`config.mk`:
```
export PLATFORM = sky130hd
export DESIGN_NAME = id_ex_stage_flat
export DESIGN_NICKNAME = d
export VERILOG_FILES = /design/src/rtl/cpu_pkg.sv /design/src/rtl/id_ex_stage_if.sv /design/src/rtl/sat_counter.sv /design/src/rtl/id_ex_stage.sv /design/src/flat_wrapper.sv
export SDC_FILE = /design/constraint.sdc
export NUM_CORES = 1
export LEC_CHECK = 0
export CELL_PAD_IN_SITES_DETAIL_PLACEMENT = 1
export CELL_PAD_IN_SITES_GLOBAL_PLACEMENT = 2
export CORE_MARGIN = 8
export CORE_UTILIZATION = 30
export CTS_CLUSTER_DIAMETER = 40
export CTS_CLUSTER_SIZE = 8
export DETAILED_ROUTE_END_ITERATION = 8
export PLACE_DENSITY = 0.89
export REMOVE_ABC_BUFFERS = 1
export SYNTH_ARGS = -nofsm -noshare
export SYNTH_HDL_FRONTEND = slang
export SYNTH_SLANG_ARGS = --single-unit
export TNS_END_PERCENT = 100
```
`constraint.sdc`:
```
create_clock -name Clk -period 12.4 [get_ports Clk]
set_input_delay 2.48 -clock Clk [delete_from_list [all_inputs] [get_ports Clk]]
set_output_delay 2.48 -clock Clk [all_outputs]
set_load 0.02 [all_outputs]
```
`src/rtl/cpu_pkg.sv`:
```
// Shared CPU definitions for the decode/execute boundary: control bundle layout,
// register-zero constant and the writeback bypass helper.
package cpu_pkg;

  localparam int CTRL_W         = 8;
  localparam int CTRL_MEMREAD   = 0;
  localparam int CTRL_MEMWRITE  = 1;
  localparam int CTRL_REGWR     = 2;
  localparam int CTRL_ALUSRC    = 3;
  localparam int CTRL_BRANCH    = 4;
  localparam int CTRL_ALUOP_LSB = 5;
  localparam int CTRL_ALUOP_W   = 3;

  localparam logic [4:0] REG_ZERO = 5'd0;

  // What the ID/EX register does on the coming edge.
  typedef enum logic [1:0] {
    SLOT_CAPTURE = 2'd0,
    SLOT_FLUSH   = 2'd1,
    SLOT_BUBBLE  = 2'd2
  } slot_action_e;

  // Register file bypass: a read of the register being written this cycle
  // returns the incoming value. Register zero is hardwired and never bypassed.
  function automatic logic [31:0] bypass(
    input logic [31:0] busVal,
    input logic [4:0]  readAddr,
    input logic        regWr,
    input logic [4:0]  wAddr,
    input logic [31:0] wData
  );
    if (regWr && (wAddr != REG_ZERO) && (wAddr == readAddr)) begin
      return wData;
    end
    return busVal;
  endfunction

endpackage

```
`src/rtl/id_ex_stage_if.sv`:
```
// Signal bundle between decode/writeback and the ID/EX pipeline register.
// master = surrounding pipeline, slave = id_ex_stage.
interface id_ex_stage_if #(
  parameter int CTRL_W = cpu_pkg::CTRL_W,
  parameter int CNT_W  = 16
);

  // decode slot
  logic              id_valid;
  logic [31:0]       id_busA;
  logic [31:0]       id_busB;
  logic [4:0]        id_rs;
  logic [4:0]        id_rt;
  logic [4:0]        id_dst;
  logic              id_uses_rs;
  logic              id_uses_rt;
  logic [31:0]       id_imm;
  logic [CTRL_W-1:0] id_ctrl;

  // writeback port of the register file
  logic              wb_regwr;
  logic [4:0]        wb_waddr;
  logic [31:0]       wb_data;

  logic              ex_flush;
  logic              stall;

  // execute slot
  logic              ex_valid;
  logic [31:0]       ex_busA;
  logic [31:0]       ex_busB;
  logic [4:0]        ex_rs;
  logic [4:0]        ex_rt;
  logic [4:0]        ex_dst;
  logic [31:0]       ex_imm;
  logic [CTRL_W-1:0] ex_ctrl;

  logic [CNT_W-1:0]  bubble_cnt;
  logic [CNT_W-1:0]  flush_cnt;

  modport master (
    output id_valid, id_busA, id_busB, id_rs, id_rt, id_dst,
           id_uses_rs, id_uses_rt, id_imm, id_ctrl,
           wb_regwr, wb_waddr, wb_data, ex_flush,
    input  stall, ex_valid, ex_busA, ex_busB, ex_rs, ex_rt, ex_dst,
           ex_imm, ex_ctrl, bubble_cnt, flush_cnt
  );

  modport slave (
    input  id_valid, id_busA, id_busB, id_rs, id_rt, id_dst,
           id_uses_rs, id_uses_rt, id_imm, id_ctrl,
           wb_regwr, wb_waddr, wb_data, ex_flush,
    output stall, ex_valid, ex_busA, ex_busB, ex_rs, ex_rt, ex_dst,
           ex_imm, ex_ctrl, bubble_cnt, flush_cnt
  );

endinterface

```
`src/rtl/sat_counter.sv`:
```
// Event counter that sticks at all-ones instead of wrapping.
module sat_counter #(
  parameter int W = 16
) (
  input  logic         Clk,
  input  logic         Rst,
  input  logic         inc,
  output logic [W-1:0] count
);

  // NOTE: sequential state uses non-blocking assignments so every flop samples
  // pre-edge values regardless of process ordering.
  always_ff @(posedge Clk or posedge Rst) begin
    if (Rst) begin
      count <= '0;
    end else if (inc && (count != '1)) begin
      count <= count + W'(1);
    end
  end

endmodule

```
`src/rtl/id_ex_stage.sv`:
```
// ID/EX pipeline register with writeback bypass, load-use bubble insertion,
// branch flush and saturating bubble/flush event counters.
module id_ex_stage #(
  parameter int CTRL_W = cpu_pkg::CTRL_W,
  parameter int CNT_W  = 16
) (
  input logic         Clk,
  input logic         Rst,
  id_ex_stage_if.slave bus
);

  import cpu_pkg::*;

  logic [31:0]       opA;
  logic [31:0]       opB;
  logic              hazard;
  slot_action_e      action;
  logic              bubbleInc;
  logic              flushInc;

  logic              exValid;
  logic [31:0]       exBusA;
  logic [31:0]       exBusB;
  logic [4:0]        exRs;
  logic [4:0]        exRt;
  logic [4:0]        exDst;
  logic [31:0]       exImm;
  logic [CTRL_W-1:0] exCtrl;
  logic [CNT_W-1:0]  bubbleCount;
  logic [CNT_W-1:0]  flushCount;

  assign opA = bypass(bus.id_busA, bus.id_rs, bus.wb_regwr, bus.wb_waddr, bus.wb_data);
  assign opB = bypass(bus.id_busB, bus.id_rt, bus.wb_regwr, bus.wb_waddr, bus.wb_data);

  // A load in EX cannot forward in time to a dependent instruction in ID.
  // The bubble clears MEMREAD in EX, so the hazard drops after one cycle.
  always_comb begin
    hazard = exValid && exCtrl[CTRL_MEMREAD] && (exDst != REG_ZERO) && bus.id_valid &&
             ((bus.id_uses_rs && (bus.id_rs == exDst)) ||
              (bus.id_uses_rt && (bus.id_rt == exDst)));
  end

  // NOTE: every variable written in always_comb gets a default first so no
  // path through the block can leave it unassigned and infer a latch.
  always_comb begin
    action = SLOT_CAPTURE;
    if (bus.ex_flush) begin
      action = SLOT_FLUSH;
    end else if (hazard) begin
      action = SLOT_BUBBLE;
    end
  end

  assign bus.stall = (action == SLOT_BUBBLE) && !Rst;
  assign bubbleInc = (action == SLOT_BUBBLE);
  assign flushInc  = (action == SLOT_FLUSH) && bus.id_valid;

  always_ff @(posedge Clk or posedge Rst) begin
    if (Rst) begin
      exValid <= 1'b0;
      exBusA  <= '0;
      exBusB  <= '0;
      exRs    <= '0;
      exRt    <= '0;
      exDst   <= '0;
      exImm   <= '0;
      exCtrl  <= '0;
    end else begin
      unique case (action)
        SLOT_FLUSH, SLOT_BUBBLE: begin
          // Data fields of a bubble are don't-care; leave them untouched.
          exValid <= 1'b0;
          exCtrl  <= '0;
        end
        default: begin
          exValid <= bus.id_valid;
          exBusA  <= opA;
          exBusB  <= opB;
          exRs    <= bus.id_rs;
          exRt    <= bus.id_rt;
          exDst   <= bus.id_dst;
          exImm   <= bus.id_imm;
          exCtrl  <= bus.id_valid ? bus.id_ctrl : '0;
        end
      endcase
    end
  end

  sat_counter #(.W(CNT_W)) u_bubble_cnt (
    .Clk   (Clk),
    .Rst   (Rst),
    .inc   (bubbleInc),
    .count (bubbleCount)
  );

  sat_counter #(.W(CNT_W)) u_flush_cnt (
    .Clk   (Clk),
    .Rst   (Rst),
    .inc   (flushInc),
    .count (flushCount)
  );

  assign bus.ex_valid   = exValid;
  assign bus.ex_busA    = exBusA;
  assign bus.ex_busB    = exBusB;
  assign bus.ex_rs      = exRs;
  assign bus.ex_rt      = exRt;
  assign bus.ex_dst     = exDst;
  assign bus.ex_imm     = exImm;
  assign bus.ex_ctrl    = exCtrl;
  assign bus.bubble_cnt = bubbleCount;
  assign bus.flush_cnt  = flushCount;

endmodule

```
`src/flat_wrapper.sv`:
```
// flat-port wrapper written by rule: the top's interface ports become plain ports
module id_ex_stage_flat import cpu_pkg::*;
#(
  parameter int CTRL_W = cpu_pkg::CTRL_W,
  parameter int CNT_W  = 16
)
  (Clk, Rst, bus_id_valid, bus_id_busA, bus_id_busB, bus_id_rs, bus_id_rt, bus_id_dst, bus_id_uses_rs, bus_id_uses_rt, bus_id_imm, bus_id_ctrl, bus_wb_regwr, bus_wb_waddr, bus_wb_data, bus_ex_flush, bus_stall, bus_ex_valid, bus_ex_busA, bus_ex_busB, bus_ex_rs, bus_ex_rt, bus_ex_dst, bus_ex_imm, bus_ex_ctrl, bus_bubble_cnt, bus_flush_cnt);
  id_ex_stage_if #(.CTRL_W(CTRL_W), .CNT_W(CNT_W)) bus_i ();
  input logic Clk;
  input logic Rst;
  input wire logic [$bits(bus_i.id_valid)-1:0] bus_id_valid;
  input wire logic [$bits(bus_i.id_busA)-1:0] bus_id_busA;
  input wire logic [$bits(bus_i.id_busB)-1:0] bus_id_busB;
  input wire logic [$bits(bus_i.id_rs)-1:0] bus_id_rs;
  input wire logic [$bits(bus_i.id_rt)-1:0] bus_id_rt;
  input wire logic [$bits(bus_i.id_dst)-1:0] bus_id_dst;
  input wire logic [$bits(bus_i.id_uses_rs)-1:0] bus_id_uses_rs;
  input wire logic [$bits(bus_i.id_uses_rt)-1:0] bus_id_uses_rt;
  input wire logic [$bits(bus_i.id_imm)-1:0] bus_id_imm;
  input wire logic [$bits(bus_i.id_ctrl)-1:0] bus_id_ctrl;
  input wire logic [$bits(bus_i.wb_regwr)-1:0] bus_wb_regwr;
  input wire logic [$bits(bus_i.wb_waddr)-1:0] bus_wb_waddr;
  input wire logic [$bits(bus_i.wb_data)-1:0] bus_wb_data;
  input wire logic [$bits(bus_i.ex_flush)-1:0] bus_ex_flush;
  output wire logic [$bits(bus_i.stall)-1:0] bus_stall;
  output wire logic [$bits(bus_i.ex_valid)-1:0] bus_ex_valid;
  output wire logic [$bits(bus_i.ex_busA)-1:0] bus_ex_busA;
  output wire logic [$bits(bus_i.ex_busB)-1:0] bus_ex_busB;
  output wire logic [$bits(bus_i.ex_rs)-1:0] bus_ex_rs;
  output wire logic [$bits(bus_i.ex_rt)-1:0] bus_ex_rt;
  output wire logic [$bits(bus_i.ex_dst)-1:0] bus_ex_dst;
  output wire logic [$bits(bus_i.ex_imm)-1:0] bus_ex_imm;
  output wire logic [$bits(bus_i.ex_ctrl)-1:0] bus_ex_ctrl;
  output wire logic [$bits(bus_i.bubble_cnt)-1:0] bus_bubble_cnt;
  output wire logic [$bits(bus_i.flush_cnt)-1:0] bus_flush_cnt;
  assign bus_i.id_valid = bus_id_valid;
  assign bus_i.id_busA = bus_id_busA;
  assign bus_i.id_busB = bus_id_busB;
  assign bus_i.id_rs = bus_id_rs;
  assign bus_i.id_rt = bus_id_rt;
  assign bus_i.id_dst = bus_id_dst;
  assign bus_i.id_uses_rs = bus_id_uses_rs;
  assign bus_i.id_uses_rt = bus_id_uses_rt;
  assign bus_i.id_imm = bus_id_imm;
  assign bus_i.id_ctrl = bus_id_ctrl;
  assign bus_i.wb_regwr = bus_wb_regwr;
  assign bus_i.wb_waddr = bus_wb_waddr;
  assign bus_i.wb_data = bus_wb_data;
  assign bus_i.ex_flush = bus_ex_flush;
  assign bus_stall = bus_i.stall;
  assign bus_ex_valid = bus_i.ex_valid;
  assign bus_ex_busA = bus_i.ex_busA;
  assign bus_ex_busB = bus_i.ex_busB;
  assign bus_ex_rs = bus_i.ex_rs;
  assign bus_ex_rt = bus_i.ex_rt;
  assign bus_ex_dst = bus_i.ex_dst;
  assign bus_ex_imm = bus_i.ex_imm;
  assign bus_ex_ctrl = bus_i.ex_ctrl;
  assign bus_bubble_cnt = bus_i.bubble_cnt;
  assign bus_flush_cnt = bus_i.flush_cnt;
  id_ex_stage #(.CTRL_W(CTRL_W), .CNT_W(CNT_W)) u_core (.Clk(Clk), .Rst(Rst), .bus(bus_i));
endmodule
```
==> key figures <==
Run status
  – Run status: complete, no violations

Routing
  – Vias: 5388
  – DRT Wirelength: 25.2 mm
  – Drt pass-1 iters: 4
  – Routed wire per std cell: 21.5 um
  – DRT antenna net count: 0
  – Initial drt markers: 218
  – Via density: 4.60
  – # DRC: 0

Placement
  – DP Worst Slack: 5280 ps
  – Port buffer count: 315
  – Routability cong.: 0.765
  – HPWL after DPL: 19.2 mm
  – Placed cells: 1138

Timing
  – Post-route setup TNS: 0 ps
  – Least-Margin Pin Slew: 1020 ps
  – Max Slew Vio Count: 0
  – Final Cycle Share: 0.573
  – Fin Clk Skew: 12.0 ps
  – RSZ-0062 raised after global routing: no
  – Endpoints failing setup: 0
  – Final min period: 7110 ps
  – F_max: 141 MHz
  – Final Hold Viols: 0
  – Slew headroom: 0.318
  – Final worst setup slack: 5290 ps

Layout
  – Layout Cells excl Fill: 1172
  – Nets@finish: 992
  – Layout Area Growth over Synthesis: 52.0%
  – Share of layout cells above drive strength 1: 0.207
  – Most frequent cells in the layout: 315 x clkdlybuf4s50_1, 152 x dfrtp_1, 101 x mux2_4
  – Most common cell after layout, fill and taps aside: clkdlybuf4s50_1

Logic synthesis
  – Syn Area/Cell: 14.9 um2
  – Synth Instances: 508
  – Yosys cell types: 46
  – Syn Std Cell Area: 7560 um2
  – Seq/Total Area, Yosys: 0.503
  – Synth async-reset ratio: 1.00
  – EDFF count, synth: 0
  – Post-synth top flop: dfrtp_1
  – Yosys Warn Count: 0
  – Synthesized flop and latch total: 152

Clock tree
  – CTS max path bufs: 2
  – CTS tree: built
  – Post-CTS sizing: 0
  – Clock slew at reported path FFs: 60 ps
  – CTS root buf: clkbuf_16
  – Clk_lat worst skew: 420 ps
  – Post-CTS Hold Buffers: 0
  – Htree depth: 4
  – Post-CTS Setup Bufs: 0
  – Clock Sinks: 152
  – Cts bufs inserted: 17

GRT
  – Vias in the first global route: 6157
  – Total grt overflow: 0
  – Antenna violations before repair: 2
  – Gr usage total: 0.164
  – Largest net degree at the start of global routing: 86
  – First-pass GRT wire length: 38.9 mm

Critical path
  – Crit path cell chain: clkdlybuf4s50_1, xnor2_1, nand4_1, o22ai_2, buf_4, nand2_1, nor3_1, clkdlybuf4s50_1
  – Critical Path Start Type: input pin
  – Critical path buffers and inverters: 3
  – Crit path max fanout: 19
  – CP top delay family: buffers and inverters
  – Critical path class: in2out
  – Crit. End Element: output port
  – Data required, critical path: 9920 ps
  – Top cell by count, worst path: clkdlybuf4s50_1
  – Crit-path slowest cell: clkdlybuf4s50_1
  – Worst Path Arrival: 4630 ps
  – Delay of the slowest cell on the worst path: 640 ps

Die
  – Ports: 316
  – Die Y: 175 um
  – Core Area: 25000 um2
  – Rows: 58
  – Initial Util: 0.303
  – Die Span X: 175 um
  – Die area: 30500 um2

Job
  – # Max-Cap Violations: 0

Worst hold path
  – Worst min path class: reg2reg

Power
  – Maximum vdd drop: 0.0979 mV
  – Pwr per Cell Area: 125 nW/um2
  – Leak: 4.77 nW
flip-flops by register name, indices dropped and copies added (netlist names):
register                   cells
u_core.bus.ex_valid            1
u_core.u_bubble_cnt.count     16
u_core.bus.ex_ctrl             8
u_core.bus.ex_imm             32
u_core.bus.ex_rt               5
u_core.bus.ex_rs               5
u_core.u_flush_cnt.count      16
u_core.bus.ex_busA            32
u_core.bus.ex_busB            32
u_core.bus.ex_dst              5
stage by stage:
| stage | power [W] | hold slack (ps) | area, um2 | utilization |
|---|---|---|---|---|
| floorplan | 0.000748 | 594 | 7300 | - |
| global route | 0.00150 | 505 | 11500 | 0.460 |
| detailed placement | 0.000942 | 476 | 10900 | 0.438 |
| CTS | 0.00146 | 493 | 11500 | 0.460 |
| finish | 0.00143 | 488 | 11500 | 0.460 |
| global placement | 0.000935 | 467 | 10900 | 0.438 |
per-layer routing:
layer	global-route usage	vias to the layer above	wire, um
met5	0	-	13
met2	0.264	210	11800
met1	0.207	2696	11100
li1	-	2464	-
met3	0.0587	16	2060
met4	0.0385	2	233
final cells by class:
class	instances	area, um2
clock inverter	13	110
sequential	152	3800
inverter	3	16.3
fill	2594	13500
tap	330	413
timing repair buffer	322	3210
clock buffer	19	443
antenna	2	5.00
multi-input combinational	331	3490
synthesized netlist by cell type, types with 2 or more instances:
cell	number	area share
nor3_1	2	0.0013
nand2_1	14	0.0070
ha_1	2	0.0033
nor2_1	8	0.0040
xnor2_1	39	0.045
dfrtp_1	152	0.50
nand3_1	17	0.011
mux2_4	101	0.20
buf_12	5	0.013
xor2_1	11	0.013
a22o_1	3	0.0035
mux2_2	27	0.040
buf_4	2	0.0020
a31oi_1	3	0.0025
inv_1	3	0.0015
and2_1	9	0.0074
and3_1	5	0.0041
clkbuf_1	3	0.0015
and4_1	5	0.0058
a311oi_1	2	0.0023
mux2_1	46	0.069
nand4_1	15	0.012
nor3b_1	2	0.0020
buf_6	10	0.015
cells by family (layout without fill, tap and decap cells):
kind of cell	after synthesis	after routing	share of synthesized area
other cells	0	2	0
fa+ha+maj	2	2	0.00331
compound gates	17	17	0.0207
simple gates	88	88	0.0697
buf+inv	25	357	0.0356
xor+xnor	50	50	0.0579
flops	152	152	0.503
mux	174	174	0.309
worst register-to-register path: stages (launching register included):
cell	delay, ps
dfrtp_1	510
or4_1	590
o21ba_2	350
a21oi_4	180
buf_4	740
mux2_2	540
worst paths after layout:
check	startpoint	endpoint	slack (ps)	cells past startpoint
max reg2reg	u_core.bus.ex_dst[3]$_DFFE_PP0N_	u_core.bus.ex_busA[4]$_DFFE_PP0N_	9380	5
min reg2reg	u_core.bus.ex_imm[30]$_DFFE_PP0N_	u_core.bus.ex_imm[30]$_DFFE_PP0N_	490	1
min	u_core.bus.ex_imm[30]$_DFFE_PP0N_	u_core.bus.ex_imm[30]$_DFFE_PP0N_	490	1
max	bus_id_rs[0]	bus_stall	5290	8
min in group asynchronous	Rst	u_core.u_bubble_cnt.count[14]$_DFFE_PP0P_	2630	2
max in group asynchronous	Rst	u_core.bus.ex_busA[0]$_DFFE_PP0N_	8340	3
power by group:
part	leakage [nW]	internal, W	switching, W
logic	2.65	0.000196	0.000152
registers	1.86	0.000544	0.0000371
clock network	0.261	0.000268	0.000234
No activity file was read; power rests on OpenSTA's default activity.
